File: config.mk
export PLATFORM = sky130hd
export DESIGN_NAME = digit_serial_subtractor
export DESIGN_NICKNAME = d
export VERILOG_FILES = /design/src/rtl/digit_serial_subtractor.sv
export SDC_FILE = /design/constraint.sdc
export NUM_CORES = 1
export LEC_CHECK = 0
export ABC_AREA = 1
export BUFFER_PORTS_ARGS = -buffer_cell sky130_fd_sc_hd__clkbuf_2
export CORE_UTILIZATION = 49
export CTS_CLUSTER_SIZE = 25
export DETAILED_ROUTE_END_ITERATION = 8
export PLACE_DENSITY = 0.84
export SYNTH_ARGS = -nofsm -noshare
export SYNTH_HDL_FRONTEND = slang
export SYNTH_SLANG_ARGS = --single-unit
File: constraint.sdc
create_clock -name clk -period 1.32 [get_ports clk]
set_input_delay 0.132 -clock clk [delete_from_list [all_inputs] [get_ports clk]]
set_output_delay 0.132 -clock clk [all_outputs]
set_load 0.01 [all_outputs]
File: src/rtl/digit_serial_subtractor.sv
// digit_serial_subtractor
//   Multi-cycle subtractor computing a - b - bin over WIDTH bits, DIGIT bits per
//   clock, LSB digit first. The borrow ripples between digits through a register,
//   so the datapath is only DIGIT full-subtractor cells wide.
//
// Ports
//   clk    rising-edge clock
//   rst_n  asynchronous active-low reset
//   start  request, sampled only when not busy (IDLE or DONE)
//   a, b   minuend / subtrahend, captured on the accepting edge
//   bin    borrow-in, captured on the accepting edge
//   busy   high while digits are being processed
//   done   one-cycle pulse, results valid in the same cycle
//   diff   (a - b - bin) mod 2^WIDTH
//   bout   borrow out of the MSB digit
//   zero   diff == 0
//   ovf    signed overflow: (a[msb]^b[msb]) & (diff[msb]^a[msb])
module digit_serial_subtractor #(
    parameter int unsigned WIDTH = 8,
    parameter int unsigned DIGIT = 1
) (
    input  logic             clk,
    input  logic             rst_n,
    input  logic             start,
    input  logic [WIDTH-1:0] a,
    input  logic [WIDTH-1:0] b,
    input  logic             bin,
    output logic             busy,
    output logic             done,
    output logic [WIDTH-1:0] diff,
    output logic             bout,
    output logic             zero,
    output logic             ovf
);

    localparam int unsigned N     = WIDTH / DIGIT;
    localparam int unsigned CNT_W = (N > 1) ? $clog2(N) : 1;
    localparam logic [CNT_W-1:0] LAST_CNT = CNT_W'(N - 1);
    // Storage for the digits already produced; the final digit goes straight to diff.
    localparam int unsigned PART_W = (WIDTH > DIGIT) ? (WIDTH - DIGIT) : 1;

    typedef enum logic [1:0] {
        StIdle,
        StRun,
        StDone
    } state_t;

    state_t             state;
    logic [WIDTH-1:0]   a_sh;
    logic [WIDTH-1:0]   b_sh;
    logic               borrow;
    logic [CNT_W-1:0]   cnt;
    logic [PART_W-1:0]  part;
    logic               a_msb;
    logic               b_msb;

    logic [DIGIT-1:0]   dig;
    logic               dig_bout;
    logic [WIDTH-1:0]   diff_next;
    logic [PART_W-1:0]  part_next;

    // One digit of full-subtractor cells, chained through the registered borrow.
    always_comb begin : digit_sub
        logic br;
        br  = borrow;
        dig = '0;
        for (int i = 0; i < DIGIT; i++) begin
            dig[i] = a_sh[i] ^ b_sh[i] ^ br;
            br     = (~a_sh[i] & b_sh[i]) | (~(a_sh[i] ^ b_sh[i]) & br);
        end
        dig_bout = br;
    end

    // New digit enters at the MSB end; after N shifts the whole result is aligned.
    generate
        if (WIDTH > DIGIT) begin : g_shift
            assign diff_next = {dig, part};
            assign part_next = diff_next[WIDTH-1:DIGIT];
        end else begin : g_single
            assign diff_next = dig;
            assign part_next = '0;
        end
    endgenerate

    always_ff @(posedge clk or negedge rst_n) begin
        if (!rst_n) begin
            state  <= StIdle;
            a_sh   <= '0;
            b_sh   <= '0;
            borrow <= 1'b0;
            cnt    <= '0;
            part   <= '0;
            a_msb  <= 1'b0;
            b_msb  <= 1'b0;
            busy   <= 1'b0;
            done   <= 1'b0;
            diff   <= '0;
            bout   <= 1'b0;
            zero   <= 1'b0;
            ovf    <= 1'b0;
        end else begin
            done <= 1'b0;
            unique case (state)
                StIdle, StDone: begin
                    if (start) begin
                        a_sh   <= a;
                        b_sh   <= b;
                        borrow <= bin;
                        cnt    <= '0;
                        part   <= '0;
                        a_msb  <= a[WIDTH-1];
                        b_msb  <= b[WIDTH-1];
                        busy   <= 1'b1;
                        state  <= StRun;
                    end else begin
                        state <= StIdle;
                    end
                end
                StRun: begin
                    a_sh   <= a_sh >> DIGIT;
                    b_sh   <= b_sh >> DIGIT;
                    borrow <= dig_bout;
                    part   <= part_next;
                    cnt    <= cnt + CNT_W'(1);
                    if (cnt == LAST_CNT) begin
                        // Results are published only here, never mid-operation.
                        state <= StDone;
                        busy  <= 1'b0;
                        done  <= 1'b1;
                        diff  <= diff_next;
                        bout  <= dig_bout;
                        zero  <= (diff_next == '0);
                        ovf   <= (a_msb ^ b_msb) & (diff_next[WIDTH-1] ^ a_msb);
                    end
                end
                default: state <= StIdle;
            endcase
        end
    end

endmodule

# == Yosys cells after proc, flatten, opt, wreduce, memory -nomap -nowiden ==
# Index checks and enable logic that the tools add are counted.
# classes
addsub,1
n_eq_ne,5
n_mux,18
bitwise,10
reduce_logical,8
# ops
op,count
case mux 8 bit (2 select lines),2
two-way mux 8 bit,2
case mux 7 bit (2 select lines),1
zero test 8 bit,1
two-way mux 7 bit,1
two-way mux 1 bit,6
case mux 3 bit (2 select lines),1
AND reduction 2 bit,3
inequality test 2 bit (second input constant),2
case mux 1 bit (2 select lines),2
case mux 2 bit (2 select lines),1
bitwise XOR 1 bit,4
adder 3 x 1 -> 3 bit (second input constant),1
bitwise AND 1 bit,3
== test 3 bit (second input constant),1
two-way mux 3 bit,1
AND reduction 3 bit,1
== test 2 x 1 -> 1 bit (second input constant),1
== test 2 bit (second input constant),1
zero test 2 bit,1
two-way mux 2 bit,1
inverter 1 bit,2
nonzero test 2 bit,1
OR reduction 2 bit,1
OR 1 bit,1
# totals
regBits,44
in_bits,20

# == Logic depth before layout (Yosys ltp) ==
# depth
depth_word,5
depth_mapped,7
mapped_depth_nobuf,7

# == Worst setup path after synthesis ==
# OpenSTA, ideal clock, no wires.
# synth_path
kind,register to register
start,reg a_sh[0]
end,reg ovf
arrival_time_ns,1.178
t_required_ns,1.203
slack_ns,0.024
stages_incl_launch_ff,6
synth_period_minus_slack_ns,1.296
path_cell_list,dfrtp_1 -> inv_1 -> fa_1 -> o21ai_0 -> nand3_1 -> nand2_1
# synth_via
elab_chain_len,4
# synth_lines
element,line,source
start: declaration,49,logic [WIDTH-1:0] a_sh;
start signal: assignment,120,a_sh <= a_sh >> DIGIT;
bitwise XOR 1 bit (2 in series),68,dig[i] = a_sh[i] ^ b_sh[i] ^ br;
bitwise XOR 1 bit,133,ovf <= (a_msb ^ b_msb) & (diff_next[WIDTH-1] ^ a_msb);
bitwise AND 1 bit,133,
end signal: assignment,133,
end: declaration,33,output logic ovf
# No other way between the ends.
# A chain may end at the register's enable or synchronous reset.

# == Worst setup path after layout ==
# layout_path
start,reg a_sh[0]
end,reg zero
# layout_via
elab_chain_len,3
# layout_lines
element,line,source
bitwise XOR 1 bit (2 in series),68,
named net dig,57,logic [DIGIT-1:0] dig;
zero test 8 bit,132,zero <= (diff_next == '0);
end signal: assignment,132,
end: declaration,32,"output logic zero,"
# The timed path passes the listed nets, and every way through them passes these cells.

==> out/qor.csv <==
stage,metric,value,unit
floorplan,Die Y,64.2,µm
synthesis,top cells by instance count after synthesis,"nand2_1 (76), dfrtp_1 (44), inv_1 (16), nand3_1 (16)",
worst_setup_path,CP Buf/Inv Count,0,
placed_design,Post-DP Area,2120,µm²
synthesis,Post-synth EDFFs,0,
final_layout,fill count,321,
synthesis,Post-Syn Area,1890,µm²
synthesis,Post-Synthesis Cells,200,
synthesis,Post-Synth Simple-Gate Area,23.1,%
sta,f_max,710,MHz
routing,vias per cell,4.90,
synthesis,largest family of logic cells by synthesized area,simple AND/OR/NAND/NOR gates,
synthesis,"count leader, synth",nand2_1,
outcome,status,"complete, but fails checks",
floorplan,die width,64.2,µm
global_route,vias in the first global route,1289,
clock_network,clock tree from TritonCTS,done,
sta,final hold slack,0.0502,ns
synthesis,sequential fraction of the synthesis area,58.1,%
clock_network,root buffer cell,clkbuf_8,
floorplan,die area,4120,µm²
sta,min cycle time layout,1.41,ns
sta,worst slew pin tran,0.441,ns
synthesis,proportion of synthesized area in mux cells,0,%
sta,RSZ-0062 raised after global routing,true,
worst_setup_path,"Top cell by count, worst path",nand2_1,
sta,setup-violating endpoint count in the final report,2,
sta,clk_skew,0.00343,ns
synthesis,Post-Synth XOR/XNOR Area,0,%
worst_setup_path,Required @ worst endpoint,1.55,ns
floorplan,Initial Util,51.4,%
global_route,largest net degree at the start of global routing,30,
worst_setup_path,cell class contributing the biggest share of worst-path delay,adder cells,
clock_network,clock sinks,44,
clock_network,Clock Path Buffers,2,
global_route,first-pass GRT wire length,5.58,mm
routing,DR pass1 iterations,4,
sta,final worst path period share,107,%
worst_setup_path,Crit Path Class,flip-flop to flip-flop,
synthesis,"top cells by area, synth","dfrtp_1 (58%), nand2_1 (15%), nand3_1 (4.2%)",
floorplan,I/O Pins,33,
synthesis,complex-gate fraction of the synthesized area,7.60,%
synthesis,synthesized area per cell,9.47,µm²
sta,Final Worst Setup Slack,-0.0876,ns
synthesis,Yosys warnings,0,
floorplan,Core Box Area,3690,µm²
floorplan,Core Rows,22,
synthesis,post-synth top area share,58.1,%
sta,worst relative slew slack,70.6,%
placed_design,hpwl dp,2.31,mm
synthesis,post-synthesis adder-cell area fraction,3.43,%
routing,Vias,1397,
routing,routed wire length per instance,12.1,µm
global_route,grt ovf,0,
final_layout,Register Area,1100,µm²
final_layout,synth-to-layout area growth,18.5,%
sta,Fin. Hold Viols,0,
global_route,initial antenna violation count,0,
synthesis,Post-Syn Nets,224,
placed_design,IO Port Bufs,32,
worst_setup_path,CP arrival,1.64,ns
synthesis,Synth Flop Type,dfrtp_1,
worst_setup_path,CP Capture Type,flip-flop,
clock_network,clk slew on worst S/H paths,0.07,ns
routing,Routed WL,3.45,mm
power,Max IR drop VDD,959,µV
worst_setup_path,CP peak stage delay,0.53,ns
synthesis,Yosys reg bits,44,
synthesis,async set or reset register ratio after synthesis,100,%
final_layout,Ant. Diodes,0,
routing,Routed Antenna Nets,0,
routing,DRT iter0 DRCs,62,
worst_setup_path,CP cell instances,fa_1 > nor2_1 > nand2_1 > nor2_2 > nand2_1 > nand2_1,
sta,number of max-slew violations in the final report,0,
final_layout,Finished Cell Area,2240,µm²
final_layout,layout cells sized above 1,26.6,%
final_layout,nets@finish,263,
worst_setup_path,worst-path fanout max,3,
routing,drt drc,0,
placed_design,global placer's final weighted congestion,0.780,
synthesis,"Distinct cells, synth",22,
run,Max Cap Viol,0,
clock_network,# H-tree levels,2,
outcome,failing checks,negative setup slack,
power,Power Dens Cells,2400,nW/µm²
global_route,all-layer global routing usage,18.2,%
final_layout,Multi-input gate area,663,µm²
clock_network,Worst-Skew Late Latency,0.29,ns
clock_network,number of buffers created by CTS,5,
worst_setup_path,CP max stage cell,fa_1,
worst_setup_path,startpoint types,flip-flop,
power,Static Leak,1.17,nW
hold_path,min-delay worst type,input pin to flip-flop,
synthesis,Yosys top cell by area,dfrtp_1,
==> cell type report <==
type                    instances  area share [%]
well taps                      48            2.68
clock buffers                   5            3.07
multi-input cells             130            29.5
repair buffers                 39            12.0
inverters                      19            3.62
flip-flops and latches         44            49.1
==> stage by stage <==
stage | total power [mW] | instances | setup slack (ns) | util (%) | setup TNS, ns
detailed placement | 4.55 | 277 | -0.0912 | 57.4 | -0.172
CTS | 5.33 | 284 | -0.0899 | 59.7 | -0.177
floorplan | 3.99 | 200 | 0.0242 | - | 0
finish | 5.38 | 285 | -0.0876 | 60.9 | -0.132
global route | 5.84 | 285 | -0.216 | 60.9 | -0.348
global placement | 4.42 | 277 | -0.00124 | 57.4 | -0.00124
==> tightest hold or removal path, cell delays in order <==
cell	delay, ns
clkbuf_2	0.07
nand2_1	0.04
nand3_1	0.06
==> power by group <==
part | switching, mW | leakage, nW | internal [mW] | total, mW
registers | 0.341 | 0.554 | 1.96 | 2.30
clock network | 0.403 | 0.0359 | 0.341 | 0.743
logic | 1.40 | 0.577 | 0.943 | 2.34
==> metal layers <==
metal  up-vias  share of wire, %  GRT usage [%]
met2        36                48           30.9
met5         -                 0              0
met4         0               1.6           7.50
li1        700                 -              -
met3         7               4.1           5.36
met1       654                46           21.5
==> placed cells by master, fill, tap and decap left out, types with 2 or more instances in the layout <==
| cell | count |
|---|---|
| nand2_1 | 76 |
| dfrtp_1 | 44 |
| clkbuf_2 | 32 |
| nand3_1 | 16 |
| inv_1 | 14 |
| o21ai_2 | 8 |
| o22ai_1 | 7 |
| nor2_1 | 6 |
| clkbuf_8 | 5 |
| o21ai_1 | 4 |
| inv_2 | 3 |
| nand2_4 | 3 |
| buf_12 | 3 |
| fa_1 | 2 |
| buf_4 | 2 |
==> sequential cells by signal, summed over array words and instances, names as in the netlist, 2 cells and up <==
name   count
b_sh       8
diff       8
state      2
cnt        3
part       7
a_sh       8
==> cell families (layout without fill, tap and decap cells) <==
| family | count (synthesis) | after routing |
|---|---|---|
| DFF | 44 | 44 |
| adders and majority gates | 4 | 4 |
| and+or+nand+nor | 105 | 105 |
| buffers and inverters | 26 | 63 |
| AOI/OAI and AO/OA | 21 | 21 |
==> path summary, 6_finish.rpt <==
check | from | to | slack [ns] | cells after the start
worst min register to register | cnt[1] | cnt[1] | 0.48 | 2
worst max register to register | a_sh[0] | zero | -0.09 | 6
worst max-delay path | a_sh[0] | zero | -0.09 | 6
min in group asynchronous | rst_n | diff[5] | 0.31 | 2
worst min-delay path | b[6] | b_sh[6] | 0.05 | 3
max in group asynchronous | rst_n | a_sh[1] | 0.52 | 3
==> what timing repair did <==
action | CTS | global route
pin swaps | 3 | 4
endpoints found under the setup margin | 2 | 12
buffers inserted | 1 | 0
gates cloned | 0 | 1
gates resized for setup | 1 | 7
hold buffers | 1 | 0
endpoints found under the hold margin | 15 | 0
(Power assumes the default switching activity.)
